<file path="src/rtl/pipeline_ctrl.sv">
// pipeline_ctrl: per-stage flush/bubble resets and stall enables for an in-order pipeline
module pipeline_ctrl #(
    parameter int          NUM_STAGES    = 4,
    parameter int          INIT_CYCLES   = 4,
    parameter logic [31:0] BRU_MASK      = 32'b1100,
    parameter logic [31:0] JUMP_MASK     = 32'b0110,
    parameter logic [31:0] TRAP_MASK     = 32'b1111,
    parameter int          FLUSH_HOLD    = 0,
    parameter int          STALL_TIMEOUT = 255
) (
    input  logic                  clock_in,
    input  logic                  reset_in,
    input  logic                  bru_flush_in,
    input  logic                  jump_flush_in,
    input  logic                  trap_flush_in,
    input  logic [NUM_STAGES-1:0] stall_in,
    output logic [NUM_STAGES-1:0] pipeline_reset_out,
    output logic [NUM_STAGES-1:0] pipeline_enable_out,
    output logic                  init_busy_out,
    output logic                  stall_timeout_out,
    output logic [15:0]           flush_count_out
);
    localparam int IW = $clog2(INIT_CYCLES + 1);
    localparam logic [NUM_STAGES-1:0] BM = BRU_MASK[NUM_STAGES-1:0];
    localparam logic [NUM_STAGES-1:0] JM = JUMP_MASK[NUM_STAGES-1:0];
    localparam logic [NUM_STAGES-1:0] TM = TRAP_MASK[NUM_STAGES-1:0];
    typedef enum logic {INIT, RUN} state_t;
    state_t                state;
    logic [IW-1:0]         init_cnt;
    logic [3:0]            hold_cnt;
    logic [NUM_STAGES-1:0] hold_mask, req_mask, flush_mask, region, front, bubble;
    logic [15:0]           stall_cnt, flush_cnt;
    logic                  timeout, stalling, run;
    always_comb begin
        req_mask   = (bru_flush_in ? BM : '0) | (jump_flush_in ? JM : '0) | (trap_flush_in ? TM : '0);
        flush_mask = req_mask | (hold_cnt != 4'd0 ? hold_mask : '0);
        region     = stall_in;
        for (int k = NUM_STAGES - 2; k >= 0; k--) region[k] = stall_in[k] | region[k+1];
        front      = region & ~(region >> 1);
        bubble     = ~region & (region << 1);
        stalling   = |stall_in && !(|(flush_mask & front));
        run        = reset_in && state == RUN;
    end
    assign pipeline_reset_out  = run ? (flush_mask | bubble) : '1;
    assign pipeline_enable_out = run ? (~region | flush_mask) : '0;
    assign init_busy_out       = !run;
    assign stall_timeout_out   = timeout;
    assign flush_count_out     = flush_cnt;
    always_ff @(posedge clock_in) begin
        if (!reset_in) begin
            state     <= INIT;
            init_cnt  <= IW'(INIT_CYCLES);
            hold_cnt  <= '0;
            hold_mask <= '0;
            stall_cnt <= '0;
            flush_cnt <= '0;
            timeout   <= 1'b0;
        end else if (state == INIT) begin
            init_cnt <= init_cnt - 1'b1;
            if (init_cnt == IW'(1)) state <= RUN;
        end else begin
            if (FLUSH_HOLD > 0 && req_mask != '0) begin
                hold_mask <= req_mask | (hold_cnt != 4'd0 ? hold_mask : '0);
                hold_cnt  <= 4'(FLUSH_HOLD);
            end else if (hold_cnt != 4'd0) begin
                hold_cnt <= hold_cnt - 1'b1;
                if (hold_cnt == 4'd1) hold_mask <= '0;
            end
            if (req_mask != '0 && flush_cnt != 16'hFFFF) flush_cnt <= flush_cnt + 1'b1;
            stall_cnt <= stalling ? (stall_cnt == 16'hFFFF ? stall_cnt : stall_cnt + 1'b1) : '0;
            if (stalling && stall_cnt >= 16'(STALL_TIMEOUT - 1)) timeout <= 1'b1;
        end
    end
endmodule

</file>
<file path="config.mk">
export PLATFORM = sky130hd
export DESIGN_NAME = pipeline_ctrl
export DESIGN_NICKNAME = d
export VERILOG_FILES = /design/src/rtl/pipeline_ctrl.sv
export SDC_FILE = /design/constraint.sdc
export NUM_CORES = 1
export LEC_CHECK = 0
export ABC_AREA = 1
export CAP_MARGIN = 30
export CORE_MARGIN = 5
export CORE_UTILIZATION = 59
export DETAILED_ROUTE_END_ITERATION = 10
export PLACE_DENSITY = 0.85
export SYNTH_ARGS = -nofsm -noshare
export SYNTH_HDL_FRONTEND = slang
export SYNTH_SLANG_ARGS = --single-unit
</file>
<file path="constraint.sdc">
create_clock -name clock_in -period 2.44 [get_ports clock_in]
set_input_delay 0.61 -clock clock_in [delete_from_list [all_inputs] [get_ports clock_in]]
set_output_delay 0.61 -clock clock_in [all_outputs]
set_load 0.1 [all_outputs]
</file>
* After elaboration in Yosys (flattened, before gate mapping)
Cells that the tools add are included.
** Word-level totals
- Input bits :: 9
- Logic and storage cells :: 46
- Output and inout port bits :: 26
- Register bits after elaboration :: 37
** Cells by class
- Muxes and demuxes :: 9
- Equality and inequality tests :: 4
- Reductions and logical operators :: 12
- $lt $le $gt $ge :: 1
- Bitwise operators :: 12
- $add $sub $neg :: 3
** Operators by type and width (count)
- $add A16 B1 Y16 const B :: 2
- $mux W16 :: 2
- $eq A16 B16 Y1 const B :: 1
- $ge A16 B8 Y1 const B :: 1
- $mux W4 :: 4
- $ne A16 B16 Y1 const B :: 1
- $and A4 B4 Y4 :: 3
- $or A4 B4 Y4 :: 3
- $reduce_or A4 Y1 :: 2
- $reduce_and A2 Y1 :: 3
- $logic_and A1 B1 Y1 :: 4
- $not A3 Y4 :: 1
- $not A4 Y4 :: 1
- $or A4 B3 Y4 :: 1
- $reduce_bool A4 Y1 :: 1
- $eq A3 B1 Y1 const B :: 1
- $mux W3 :: 1
- $or A1 B1 Y1 :: 3
- $sub A3 B1 Y3 const B :: 1
- $logic_not A1 Y1 :: 2
- $mux W1 :: 2
- $ne A2 B2 Y1 const B :: 1

* Logic depth before layout (Yosys ltp)
- Depth after elaboration :: 10
- Depth in mapped cells :: 11
- Gate-level depth less buffers :: 10

* Least setup slack after synthesis
No wires, ideal clock.
- Path kind :: input to output
- From :: input reset_in
- To :: output pipeline_enable_out[0]
- Stages :: 2
- Data arrival time :: 2947 ps
- Slack :: -1117 ps
- Path buffers :: 0
- Required time :: 1830 ps
- Path through :: nand2_1 a21oi_1
** Between the ends
- Word-level cells in the longest chain between the ends :: 2
** RTL lines
- start, declared :: line 12 : input logic reset_in,
- $logic_and A1 B1 Y1 :: line 42 : run = reset_in && state == RUN;
- $mux W4 :: line 45 : assign pipeline_enable_out = run ? (~region | flush_mask) : '0;
- end, declared :: line 18 : output logic [NUM_STAGES-1:0] pipeline_enable_out,
No other way between the ends.

* Final worst setup path
- From :: input reset_in
- To :: output pipeline_enable_out[2]
Same word-level chain as after synthesis.

==> out/summary.txt <==
Origin of the critical flop-to-flop path: flush_count_out[0]$_SDFFE_PN0P_
Worst hold path depth: 2
Cell count after synthesis: 395
Overall global routing resource usage: 23.0%
Worst endpoint required time: 1.83 ns
Commonest non-fill, non-tap cell in the layout: nand2_1
Clock share of power: 37.3%
Synthesized area per cell: 6.23 um2
Combinational family with the most area after synthesis: simple AND/OR/NAND/NOR gates
Slew @ Worst Pin: 0.827 ns
Clock slew seen by the registers of the worst setup and hold paths: 0.07 ns
Clock tree from TritonCTS: yes
Number of max-slew violations in the final report: 0
Maximum operating frequency: 423 MHz
Synthesized-area fraction occupied by xor and xnor cells: 4.98%
Unrepaired setup endpoints after global routing: false
Worst voltage drop across the vdd grid: 0.000325 V
Number of synthesized register bits: 37
Half-perimeter wire length after detailed placement: 4.25 mm
Final routed wirelength across all metal layers: 5.77 mm
Met2 WL post-DR: 2.90 mm
Mux contribution to synthesized area: 0%
Largest net degree at the start of global routing: 24
Routed metal-1 wirelength: 2.53 mm
Reported max-cap violation count: 0
# rows: 23
Destination of the worst hold path: stall_timeout_out$_SDFFE_PN0P_
Min-Delay Startpoint: stall_timeout_out$_SDFFE_PN0P_
Setup Viol. Count Final: 0
Setup slack at placement: -0.116 ns
Synthesized net count: 409
Yosys synthesis warning count: 0
Vertical die dimension: 74.6 um
Number of detailed-routing iterations run before antenna repair: 5
Width of the chip: 74.6 um
Worst Setup End Kind: output port
Capturing point of the worst reg2reg path: flush_count_out[4]$_SDFFE_PN0P_
Worst Path Buf+Inv: 4
Number of H-tree levels: 2
Arrival time of data at the critical path endpoint: 1.75 ns
Std-Cell Core Area: 4030 um2
Total power consumption of the routed design: 1.52 mW
Grt total ovfl: 0
Final setup slack of the worst path: 0.0776 ns
Clock insertion delay at the later pin of the skew report: 0.30 ns
Worst slew margin: 44.8%
Effective utilization at floorplan: 61.1%
Run status: complete, no violations
Simple-gate portion of the synthesized area: 40.0%
Top layer used by detailed routing: met4
Final critical path time including I/O delays and setup: 2.36 ns
Final #Nets: 452
Peak fanout along the critical path: 5
Wire length of the first global-routing pass: 10.0 mm
Port Buf Inserts: 34
Static leakage power: 1.43 nW
Share of total power in combinational logic: 20.2%
Largest delay share family, worst path: buffers and inverters
Wirelength per Cell: 11.8 um
Post CTS Setup Buffer Count: 0
R2R cell count: 9
Power per Cell Area: 487 nW/um2
Power dissipated by switching net loads: 0.461 mW
Vias in the first global route: 2361
Dominant cell type by count on the critical path: inv_1
Worst min-delay path category: flop to flop
Via Count: 2516
Startpoint class of the critical path: input pin
Starting DRC count in detailed routing: 146
Compound-gate portion of the synthesized area: 10.4%
Setup Skew: 0.00557 ns
Reg power frac: 42.5%
Routability congestion estimate: 0.888
Number of buffers created by CTS: 5
Layout cells sized above 1: 16.6%
Slowest cell delay on critical path: 0.53 ns
Routed met3 length: 221 um
Max Root-Sink Buffers: 2
Root buffer cell: clkbuf_8
Number of remaining DRC errors: 0
Antenna violations before repair: 0
Number of antenna repair diodes: 0
Setup slack on the worst flop-to-flop path: 0.63 ns
Slowest stage cell, crit path: clkdlybuf4s50_1
Distinct cell type count of the synthesized netlist: 32
Cells along the critical path: clkdlybuf4s50_1 -> nand2_4 -> inv_1 -> o21ai_0 -> inv_1 -> buf_12
Layout area overhead: 27.1%
Crit Path Category: input pin to output port
Cell internal pwr: 1.06 mW
Sw Share: 30.2%
Commonest non-fill, non-tap cells in the layout: nand2_1 (113), inv_1 (59), nor2_1 (49)
I/O pins: 35
Worst hold slack across all endpoints: 0.452 ns
Sequential element share of the synthesized area: 30.1%
Die area: 5570 um2
Post-Synthesis Cell Area: 2460 um2
Antenna violation net count after detailed routing: 0
Clk sinks: 37
Post-synthesis share of cell area spent on full adders, half adders and majority gates: 2.54%
Vias/cell: 5.15
Hold Violations, Final: 0
Portion of the clock cycle consumed by the worst path in the final layout: 96.8%
-- metrics by stage --
step,cell area (um2),instances,utilization [%],TNS (ns)
floorplan,2510,395,-,-0.687
global placement,2990,481,74.3,-0.132
detailed placement,2990,481,74.3,-0.228
CTS,3110,489,77.3,0
global route,3130,489,77.7,0
finish,3130,489,77.7,0
-- routing by layer --
metal | vias to the layer above | global-route usage (%)
met5 | - | 0
met4 | 0 | 9.29
met3 | 15 | 4.19
met2 | 42 | 40.8
met1 | 1130 | 27.2
li1 | 1329 | -
-- worst max path at each step --
stage                     cells past startpoint                endpoint   startpoint  slack, ns
after global routing                          5   pipeline_reset_out[1]  stall_in[2]       0.02
after floorplan                               3   pipeline_reset_out[1]  stall_in[3]      -0.43
after global placement                        7  pipeline_enable_out[0]  stall_in[2]      -0.07
after detailed placement                      5   pipeline_reset_out[1]  stall_in[2]      -0.12
final                                         6  pipeline_enable_out[2]     reset_in       0.08
after CTS                                     5   pipeline_reset_out[1]  stall_in[3]       0.01
-- what timing repair did --
| item | in CTS | in global routing |
|---|---|---|
| setup endpoints to repair | 2 | 5 |
| pin swaps | 0 | 2 |
| hold buffers | 0 | 0 |
| resized for setup | 1 | 5 |
-- Yosys cell counts --
cell	count	area, um2
a21oi_1	20	100
a21oi_2	8	70.1
a31oi_1	1	6.26
and3_1	1	6.26
buf_2	1	5.00
buf_4	2	15.0
buf_6	1	11.3
buf_8	1	15.0
clkbuf_1	5	18.8
dfxtp_1	37	741
ha_1	5	62.6
inv_1	60	225
inv_2	1	3.75
nand2_1	115	432
nand2_2	2	12.5
nand2_4	1	11.3
nand3_1	29	145
nand3_4	1	17.5
nand3b_1	1	7.51
nand4_1	15	93.8
nor2_1	51	191
nor2_2	3	18.8
nor2_4	2	22.5
nor3_1	4	20.0
nor3b_1	1	7.51
o2111ai_1	1	8.76
o211ai_1	2	15.0
o21ai_0	8	40.0
o21ai_2	1	8.76
o21bai_1	1	7.51
xnor2_1	1	8.76
xor2_1	13	114
-- cell type report --
type	count	area [um2]
Multi-Input combinational cell	287	1470
Fill cell	329	898
Sequential cell	37	741
Timing Repair Buffer	46	499
Inverter	61	236
Clock buffer	6	82.6
Tap cell	50	62.6
Clock inverter	2	37.5
-- state kept, by name, summed over array words and instances, names as in the netlist --
register	flops
flush_count_out	16
stall_cnt	16
init_cnt	3
stall_timeout_out	1
state	1
-- cells by family (layout without fill, tap and decap cells) --
group	count (synthesis)	in the layout
and+or+nand+nor	226	226
buffers and inverters	71	115
xor gates and xnor gates	14	14
DFF	37	37
AOI/OAI and AO/OA	42	42
adders and majority gates	5	5
-- worst register-to-register path, delay by kind of cell, from the launching register on --
family	cells	cell delay (ns)
adders and majority gates	1	0.22
AOI/OAI and AO/OA	1	0.16
DFF	1	0.38
buffers and inverters	1	0.23
and+or+nand+nor	6	0.73
-- power groups by stage --
| stage | Sequential (mW) | Clock, mW | Combinational [mW] |
|---|---|---|---|
| floorplan | 0.685 | 0 | 0.191 |
| global placement | 0.660 | 0 | 0.298 |
| detailed placement | 0.662 | 0 | 0.307 |
| CTS | 0.648 | 0.580 | 0.308 |
| global route | 0.652 | 0.609 | 0.337 |
| finish | 0.648 | 0.568 | 0.308 |
Note: power is estimated with default switching activity, not from simulation.
